==> src/rtl/display_arbiter.sv <==
// Arbitrates the shared 7-segment display between IE01 and IE02.
// In: clk, rst_n, req_a, req_b, priorsel. Out: grant_a/b, disp_sel, disp_blank, owner_change.
module display_arbiter #(
  parameter int HOLD_CYCLES = 8,
  parameter int CNT_W       = 4
) (
  input  logic clk,
  input  logic rst_n,
  input  logic req_a,
  input  logic req_b,
  input  logic priorsel,
  output logic grant_a,
  output logic grant_b,
  output logic disp_sel,
  output logic disp_blank,
  output logic owner_change
);

  typedef enum logic [1:0] {
    IDLE   = 2'd0,
    GNT_A  = 2'd1,
    GNT_B  = 2'd2,
    SWITCH = 2'd3
  } state_t;

  localparam logic [CNT_W-1:0] LOAD =
    CNT_W'(HOLD_CYCLES - 1);

  state_t           state;
  state_t           state_d;
  logic [CNT_W-1:0] cnt;
  logic             in_grant;
  logic             enter;
  logic             hold_done;

  assign in_grant  = (state == GNT_A) |
                     (state == GNT_B);
  assign hold_done = (cnt == '0);
  // A grant entry only happens from IDLE or SWITCH.
  assign enter = ~in_grant &
                 ((state_d == GNT_A) |
                  (state_d == GNT_B));

  always_comb begin
    state_d = state;
    unique case (state)
      IDLE, SWITCH: begin
        if (req_a & (~req_b | ~priorsel))
          state_d = GNT_A;
        else if (req_b)
          state_d = GNT_B;
        else
          state_d = IDLE;
      end
      GNT_A: begin
        if (~req_a |
            (req_b & priorsel & hold_done))
          state_d = SWITCH;
      end
      GNT_B: begin
        if (~req_b |
            (req_a & ~priorsel & hold_done))
          state_d = SWITCH;
      end
      default: state_d = IDLE;
    endcase
  end

  always_ff @(posedge clk or negedge rst_n) begin
    if (!rst_n) begin
      state        <= IDLE;
      cnt          <= '0;
      disp_sel     <= 1'b0;
      owner_change <= 1'b0;
    end else begin
      state        <= state_d;
      owner_change <= enter;
      if (enter) begin
        cnt      <= LOAD;
        disp_sel <= (state_d == GNT_B);
      end else if (in_grant && !hold_done) begin
        cnt <= cnt - 1'b1;
      end
    end
  end

  assign grant_a    = (state == GNT_A);
  assign grant_b    = (state == GNT_B);
  assign disp_blank = ~in_grant;

endmodule

==> config.mk <==
export PLATFORM = sky130hd
export DESIGN_NAME = display_arbiter
export DESIGN_NICKNAME = d
export VERILOG_FILES = /design/src/rtl/display_arbiter.sv
export SDC_FILE = /design/constraint.sdc
export NUM_CORES = 1
export LEC_CHECK = 0
export CAP_MARGIN = 5
export CORE_AREA = 2 2 39 41
export CTS_BUF_LIST = sky130_fd_sc_hd__clkbuf_4 sky130_fd_sc_hd__clkbuf_8 sky130_fd_sc_hd__clkbuf_16
export DETAILED_ROUTE_END_ITERATION = 16
export DIE_AREA = 0 0 41 43
export PLACE_DENSITY_LB_ADDON = 0.05
export SETUP_SLACK_MARGIN = 0.5
export SLEW_MARGIN = 30
export SYNTH_ARGS = -nofsm -noshare
export SYNTH_HDL_FRONTEND = slang
export SYNTH_SLANG_ARGS = --single-unit
==> constraint.sdc <==
create_clock -name clk -period 6.4 [get_ports clk]
set_input_delay 1.28 -clock clk [delete_from_list [all_inputs] [get_ports clk]]
set_output_delay 1.28 -clock clk [all_outputs]
set_load 0.02 [all_outputs]
Yosys cells after proc, flatten, opt, wreduce, memory -nomap -nowiden
Cells that the tools add are included.
{"block": "word_totals", "register_bits": 8, "inputBits": 5, "output_inout_bits": 5, "word_cells": 38}
{"block": "classes", "add_sub_neg": 1, "eq_ne": 5, "muxes": 7, "bitwise_logic": 15, "reduce_logical": 6}
{"operator": "$mux 2", "n": 4}
{"operator": "$mux 4", "n": 2}
{"operator": "$and 1x1->1", "n": 6}
{"operator": "$eq 2x2->1 const B", "n": 3}
{"operator": "$pmux 2 s3", "n": 1}
{"operator": "$or 1x1->1", "n": 5}
{"operator": "$eq 2x1->1 const B", "n": 2}
{"operator": "$logic_not 4->1", "n": 1}
{"operator": "$not 1->1", "n": 4}
{"operator": "$sub 4x1->4 const B", "n": 1}
{"operator": "$logic_not 2->1", "n": 1}
{"operator": "$reduce_bool 2->1", "n": 1}
{"operator": "$reduce_or 2->1", "n": 1}
{"operator": "$logic_and 1x1->1", "n": 1}
{"operator": "$logic_not 1->1", "n": 1}

Longest topological paths before layout
Gate-level depths: netlist of the first run.
{"block": "depth", "ltp_word": 10, "mapped_depth": 9, "ltp_nobuf": 9}

Least setup slack after synthesis of the first run
OpenSTA, ideal clock, no wires.
{"block": "synth_timing", "kind": "input -> register", "start": "input port req_a", "end": "register disp_sel", "setup_ns": 0.125, "t_arrival_ns": 2.728, "required_ns": 6.275, "setup_slack_ns": 3.548, "cell_stages": 6, "path_buffers": 0, "path_cell_list": "nor2b_1 nand2_2 a221o_1 ha_1 nor2b_1 mux2_2"}
{"block": "synth_between", "elab_chain_cells": 8, "elab_cells_between_ends": 14, "classes_between": "eq/ne (2); mux (4); bitwise (8)"}
{"element": "start: declaration", "line": "9", "text": "input logic req_a,"}
{"element": "$and 1x1->1 (2 in series)", "line": "62", "text": "(req_a & ~priorsel & hold_done))"}
{"element": "$or 1x1->1", "line": "61", "text": "if (~req_b |"}
{"element": "$mux 2", "line": "61"}
{"element": "$pmux 2 s3 (*)", "line": "46", "text": "unique case (state)"}
{"element": "$eq 2x1->1 / $eq 2x2->1 (equally long branches)", "line": "41, 42"}
{"element": "$or 1x1->1 (*)", "line": "41", "text": "((state_d == GNT_A) |"}
{"element": "$and 1x1->1 (*)", "line": "40", "text": "assign enter = ~in_grant &"}
{"element": "net enter", "line": "33", "text": "logic enter;"}
{"element": "end signal: assignment", "line": "80", "text": "disp_sel <= (state_d == GNT_B);"}
{"element": "end: declaration", "line": "14", "text": "output logic disp_sel,"}
The timed path passes the listed nets; every way through them passes the cells marked *.
A chain may end at the register's enable or synchronous reset.

Worst setup path after layout of the first run
Same ends and word-level chain as after synthesis.

==> reports/results.tsv, run 1 <==
metric	value	unit
worstPathCellList	clkdlybuf4s50_1, nor2b_1, nand2_2, a221o_1, ha_1, nor2b_1, mux2_2	
drive_gt1_frac	0.121	
vias	400	
rsz0062_at_grt	false	
p_clk_frac	0.103	
cts_resized	0	
path_max_fanout	5	
seq_power_share	0.253	
finClkSkew	8.61	ps
grt_use_total	0.141	
postSynth.asyncResetShare	1.00	
power.leakage	0.266	nW
cp.required	6530	ps
syn_nets	57	
final_nets	70	
start_util	0.357	
max-clock-path-buffers	2	
startpoint_type	input pin	
syn_area	494	um2
diodes	0	
hold_violations	0	
vdd_drop_max	0.000244	V
wl_per_cell	13.4	um
overflow	0	
die_width	41	um
yosysSeqAreaShare	0.405	
gp_congestion	0.676	
drt_pre_antenna_iters	4	
grtUsageMet2	0.234	
final_cell_mix	9 x clkdlybuf4s50_1, 8 x dfrtp_1, 5 x ha_1	
core_area	1380	um2
slowest_delay	500	ps
fin_setup_tns	0	ps
layout_commonest_cell	clkdlybuf4s50_1	
cts_root_buffer	clkbuf_4	
fin_util	0.449	
internal-power	0.000208	W
power_density	599	nW/um2
drc_errors	0	
worst_slew_pin_slew	421	ps
yosysUniqueCellTypes	23	
clk_pin_slew	50	ps
cts_num_sinks	8	
dp_hpwl	808	um
slew_headroom	0.715	
ios	10	
crit_path_end_kind	flop	
grt_pass1_vias	372	
period_minus_slack	3310	ps
cts_tree	yes	
place.port_buffers	9	
area_delta_synth_final	25.8	%
synth_edf_count	0	
cts_setup_buffers	0	
cpMostUsedCell	nor2b_1	
min_path_type	reg -> reg	
grt_pass1_wl	1600	um
critPathArrivalTime	3440	ps
use_met1	0.140	
rows	14	
fmax	0.303	GHz
dieArea	1760	um2
critPathTopFamily	simple AND/OR/NAND/NOR gates	
yosys_warnings	0	
cts_buffers	3	
synth_area_per_cell	10.5	um2
clock_latency	250	ps
slowest_stage	clkdlybuf4s50_1	
setup_violations	0	
status	complete, no violations	
finalMaxSlewViolations	0	
period_share	0.516	
ant_nets	0	
criticalPathCategory	in -> reg	
hold_buffers	0	
pwr-share-comb	0.645	
p_sw	0.000165	W
swShare	0.443	
antenna_found_initial	0	
crit_buf_inv	1	
synthCells	47	
drt_iter0_drc	8	
use_met3	0.0524	
dieHeight	43	um
viasPerCell	5.41	
h-tree-depth	1	
grt_max_degree	15	
synthFlopType	dfrtp_1	
ys_ff_latch	8	
wirelength	993	um
grt.busiest_layer	met2	
cap_violations	0	
## layer usage
layer,part of all wire,vias up
li1,-,194
met1,0.37,192
met2,0.55,12
met3,0.069,2
met4,0.0050,0
met5,0,-
## stage by stage
| stage | power [W] | std cells | instance area [um2] | worst slack [ps] | hold slack (ps) |
|---|---|---|---|---|---|
| 5_1_grt | 0.000409 | 74 | 622 | 2950 | 522 |
| 4_1_cts | 0.000376 | 74 | 622 | 3100 | 509 |
| 2_1_floorplan | 0.000266 | 47 | 494 | 3550 | 492 |
| 3_5_place_dp | 0.000335 | 71 | 599 | 2840 | 497 |
| 3_3_place_gp | 0.000327 | 71 | 599 | 2860 | 491 |
| 6_report | 0.000372 | 74 | 622 | 3090 | 503 |
## state kept, by name, summed over array words and instances, names as in the netlist
signal,count
cnt,4
state,2
disp_sel,1
owner_change,1
## Yosys cell counts, drive strengths merged, types with 2 or more instances
library cell / number / area share
nand2: 5 / 0.043
mux2i: 2 / 0.041
inv: 4 / 0.030
ha: 5 / 0.13
nor2: 4 / 0.030
nor2b: 2 / 0.025
a21oi: 2 / 0.020
nand2b: 2 / 0.025
dfrtp: 8 / 0.41
## power by group through the flow
stage	Combinational, W	Clock, W	Sequential (W)
5_1_grt	0.000268	0.0000439	0.0000973
6_report	0.000240	0.0000383	0.0000941
3_3_place_gp	0.000233	0	0.0000942
3_5_place_dp	0.000240	0	0.0000951
4_1_cts	0.000240	0.0000407	0.0000944
2_1_floorplan	0.000170	0	0.0000961
## cells by family (layout without fill, tap and decap cells)
logic type,Yosys count,in the layout,synth area share
adders and majority gates,5,5,0.127
AOI/OAI and AO/OA,8,8,0.127
muxes,3,3,0.0633
DFF,8,8,0.405
buffers and inverters,5,16,0.0405
and+or+nand+nor,18,18,0.238
## layout make-up
cell class / instances / area [um2]
inverters: 4 / 15.0
well taps: 16 / 20.0
repair buffers: 9 / 90.1
clock buffers: 3 / 22.5
flip-flops and latches: 8 / 200
multi-input cells: 34 / 274
fillers: 139 / 762
## final timing paths
path                           from      endpoint  slack, ps  depth (start not counted)
setup / recovery              req_a      disp_sel       3090                          7
hold / removal             disp_sel      disp_sel        500                          1
setup reg to reg           state[0]      disp_sel       3750                          7
hold reg to reg            disp_sel      disp_sel        500                          1
max in group asynchronous     rst_n  owner_change       4820                          1
min in group asynchronous     rst_n        cnt[2]       1310                          1
## worst reg2reg max path, cell delays in order, from the launching register on
cell and delay, ps:
dfrtp_1 380, inv_1 60, ha_1 450, nor4b_1 440, a221o_1 220, ha_1 250, nor2b_1 330, mux2_2 380
Power figures use the tool's default switching activity.
==> run 2, diff against run 1 <==
==> constraint.sdc (replaced) <==
create_clock -name clk -period 2.6 [get_ports clk]
set_input_delay 0.52 -clock clk [delete_from_list [all_inputs] [get_ports clk]]
set_output_delay 0.52 -clock clk [all_outputs]
set_load 0.02 [all_outputs]
==> reports/results.tsv, run 2 (synthesis gave the netlist of run 1 again) <==
metric	value	unit
status	complete, no violations	
ios	10	
grt_pass1_vias	430	
r2r_start	state[1]	
min_path_type	reg -> reg	
layout_commonest_cell	buf_4	
worst_slew_pin_slew	391	ps
worstPathCellList	inv_1, ha_1, nor4b_4, a221o_1, ha_4, nor2b_4, mux2_4	
dp_hpwl	795	um
regMostFlops	cnt	
grt_use_total	0.152	
clock_latency	260	ps
stdcell_area	772	um2
slowest_delay	410	ps
timing.rr.end	disp_sel	
cp.required	2730	ps
drive_gt1_frac	0.373	
pwr-share-comb	0.737	
min_from	disp_sel	
cts_root_buffer	clkbuf_4	
crit_start	state[1]	
dieArea	1760	um2
largest_reg_flops	4	
power_density	1610	nW/um2
critPathArrivalTime	2230	ps
hold_depth	1	
grt_max_degree	15	
wl_per_cell	14.2	um
finClkSkew	6.69	ps
criticalPathCategory	reg -> reg	
final_cell_mix	9 x buf_4, 8 x dfrtp_1, 4 x nand2_1, 4 x nor2_1, 4 x clkdlybuf4s50_1	
die_width	41	um
vdd_drop_max	0.000723	V
dp_cells	71	
finalMaxSlewViolations	0	
finalNonFillerCells	83	
slowest_stage	dfrtp_1	
reg_top3	cnt: 4 flops, state: 2 flops	
r2r_slack	500	ps
diodes	0	
ff2ff_path_depth	7	
grt_pass1_wl	1680	um
drc_errors	0	
setup_violations	0	
h-tree-depth	1	
p_sw	0.000520	W
critPathTopFamily	adder cells	
power.leakage	0.361	nW
period_share	0.807	
fin_ws	502	ps
rsz0062_at_grt	true	
cts_buffers	3	
slew_headroom	0.739	
period_minus_slack	2100	ps
crit_path_end_kind	flop	
gp_congestion	0.689	
viasPerCell	5.20	
internal-power	0.000719	W
seq_power_share	0.186	
drt_pre_antenna_iters	1	
drt_iter0_drc	0	
hold_violations	0	
clk_pin_slew	60	ps
fin_setup_tns	0	ps
start_util	0.357	
p_clk_frac	0.077	
antenna_found_initial	0	
ant_nets	0	
overflow	0	
dieHeight	43	um
max-clock-path-buffers	2	
path_max_fanout	5	
swShare	0.419	
hold_end	disp_sel	
cts_num_sinks	8	
rows	14	
vias	432	
cts_tree	yes	
cap_violations	0	
wirelength	1180	um
area_delta_synth_final	56.2	%
startpoint_type	flop	
hold_slack	517	ps
dp_slack	64.5	ps
core_area	1380	um2
place.port_buffers	9	
fmax	0.477	GHz
place_area	644	um2
final_nets	79	
crit_buf_inv	1	
run 2: cell types whose count changed in the layout (fill, tap and decap cells not counted), moves of 2 or more:
| cell | previous run | this run |
|---|---|---|
| ha_1 | 5 | 2 |
| inv_2 | 0 | 2 |
| dlymetal6s2s_1 | 0 | 3 |
| nor2b_1 | 2 | 0 |
| buf_4 | 0 | 9 |
| nor2b_4 | 0 | 2 |
| clkdlybuf4s50_1 | 9 | 4 |
| ha_4 | 0 | 3 |
| inv_1 | 4 | 2 |
| dlygate4sd2_1 | 0 | 2 |
run 2: how the worst max path moves through the flow:
stage                     endpoint  slack (ps)  cells after the start
final                     disp_sel         500                      7
after global routing      disp_sel         430                      8
after CTS                  grant_a         420                      3
after detailed placement  disp_sel          60                      7
after global placement    disp_sel         100                      7
after floorplan           disp_sel         500                      8
run 2: power groups by stage:
stage / combinational, W / sequential, W / clock [W]
after floorplan: 0.000573 / 0.000240 / 0
after global placement: 0.000727 / 0.000235 / 0
after detailed placement: 0.000740 / 0.000237 / 0
after CTS: 0.000810 / 0.000230 / 0.000101
after global routing: 0.000981 / 0.000236 / 0.000111
final: 0.000913 / 0.000231 / 0.0000955
run 2: area by class of cell:
class,count,area (um2)
Tap cell,16,20.0
Inverter,4,15.0
Clock buffer,3,22.5
Sequential cell,8,200
Fill cell,112,612
Multi-Input combinational cell,34,352
Timing Repair Buffer,18,163
run 2: layer usage:
layer  vias up  routed length, um  global-route usage  part of all wire
met5         -                  0                   0                 0
met4         0                 12              0.0800             0.010
met3         2                 37              0.0785             0.031
met2         9                663               0.256              0.56
met1       213                466               0.137              0.40
li1        208                  -                   -                 -
run 2: repair_timing:
item / 4_1_cts / 5_1_grt
hold buffers: 0 / 0
pin swaps: 1 / 4
buffers inserted: 5 / 4
setup endpoints to repair: 6 / 5
resized for setup: 6 / 6
hold endpoints to repair: 0 / 0
run 2: stage by stage:
step / power (W) / utilization
after floorplan: 0.000813 / -
after global placement: 0.000961 / 0.466
after detailed placement: 0.000978 / 0.466
after CTS: 0.00114 / 0.517
after global routing: 0.00133 / 0.558
final: 0.00124 / 0.558
==> run 3, diff against run 2 <==
==> constraint.sdc (replaced) <==
create_clock -name clk -period 1.9 [get_ports clk]
set_input_delay 0.38 -clock clk [delete_from_list [all_inputs] [get_ports clk]]
set_output_delay 0.38 -clock clk [all_outputs]
set_load 0.02 [all_outputs]
==> reports/results.tsv, run 3 (synthesis gave the netlist of run 1 again) <==
metric	value	unit
cts_buffers	3	
regMostFlops	cnt	
area_delta_synth_final	71.4	%
rsz0062_at_grt	true	
core_area	1380	um2
violations	setup timing	
clk_pin_slew	50	ps
cts_root_buffer	clkbuf_4	
vias	469	
finClkSkew	6.08	ps
dieArea	1760	um2
gp_congestion	0.730	
cp.required	2020	ps
criticalPathCategory	reg -> reg	
final_nets	88	
fin_util	0.612	
ios	10	
dieHeight	43	um
antenna_found_initial	0	
crit_path_end_kind	flop	
ff_latch_area	200	um2
period_minus_slack	2050	ps
cts_tree	yes	
swShare	0.403	
die_width	41	um
h-tree-depth	1	
wl_per_cell	13.0	um
clock_latency	250	ps
rows	14	
finalMaxSlewViolations	0	
period_share	1.08	
wirelength	1190	um
power_density	2170	nW/um2
worst_slew_pin_slew	375	ps
start_util	0.357	
grt_pass1_vias	501	
cap_violations	0	
hold_violations	0	
grt_pass1_wl	1970	um
layout_commonest_cell	buf_4	
p_clk_frac	0.067	
min_path_type	in -> async	
drc_errors	0	
ant_nets	0	
grt_max_degree	9	
slew_headroom	0.749	
hold_slack	415	ps
status	finished, violations left	
drt_iter0_drc	2	
diodes	0	
fillers	116	
drive_gt1_frac	0.553	
grt_use_total	0.167	
vdd_drop_max	0.00108	V
pwr-share-comb	0.765	
fmax	0.488	GHz
seq_power_share	0.169	
path_max_fanout	4	
p_sw	0.000740	W
dp_hpwl	923	um
power.leakage	0.379	nW
cts_num_sinks	8	
drt_pre_antenna_iters	2	
place.port_buffers	9	
final_cell_mix	15 x buf_4, 8 x dfrtp_1, 6 x buf_6	
reg_top3	cnt: 4 flops, state: 2 flops	
startpoint_type	flop	
fin_ws	-151	ps
finalPower	0.00184	W
internal-power	0.00110	W
critPathArrivalTime	2180	ps
overflow	0	
largest_reg_flops	4	
setup_violations	4	
multi_input_area	352	um2
max-clock-path-buffers	2	
viasPerCell	5.10	
## run 3: final timing paths
kind                       cells after the start  slack (ps)        to      from
min                                            1         420    cnt[0]     rst_n
max reg2reg                                    8        -150  disp_sel    cnt[0]
max                                            8        -150  disp_sel    cnt[0]
min reg2reg                                    1         510  disp_sel  disp_sel
max in group asynchronous                      1        1210  state[0]     rst_n
min in group clk                               1         510  disp_sel  disp_sel
## run 3: what timing repair did
item / in CTS / in global routing
endpoints found under the hold margin: 0 / 0
hold buffers: 0 / 0
setup endpoints to repair: 11 / 10
pin swaps: 3 / 2
buffers inserted: 4 / 1
gates resized for setup: 28 / 4
## run 3: worst max-delay path, cell delays in order, from the launching register on
cell	delay (ps)
dfrtp_1	390
inv_2	80
ha_4	120
nor3b_4	210
nand2_2	80
a221o_1	330
ha_4	240
nor2b_4	160
mux2_4	310
## run 3: layout make-up
type,instances,share of cell area
multi-input cells,34,0.415
inverters,4,0.0177
flip-flops and latches,8,0.236
repair buffers,27,0.281
well taps,16,0.0236
clock buffers,3,0.0266
## run 3: through the flow
step / worst slack [ps] / setup TNS, ps / cells / area (um2)
after floorplan: -190 / -330 / 47 / 542
after global placement: -402 / -1430 / 84 / 742
after detailed placement: -458 / -1790 / 84 / 742
after CTS: -215 / -618 / 91 / 822
after global routing: -231 / -792 / 92 / 847
final: -151 / -397 / 92 / 847
## run 3: layer usage
metal  share of wire  vias up  track usage
met2            0.57        9        0.303
met3           0.034        2       0.0471
li1                -      230            -
met1            0.39      228        0.174
met5               0        -            0
met4          0.0042        0       0.0400
## run 3: power by group through the flow
stage / Sequential (W) / Clock, W / Combinational (W)
finish: 0.000310 / 0.000122 / 0.00140
global route: 0.000320 / 0.000142 / 0.00155
CTS: 0.000309 / 0.000132 / 0.00132
detailed placement: 0.000309 / 0 / 0.00118
global placement: 0.000306 / 0 / 0.00115
floorplan: 0.000330 / 0 / 0.000785
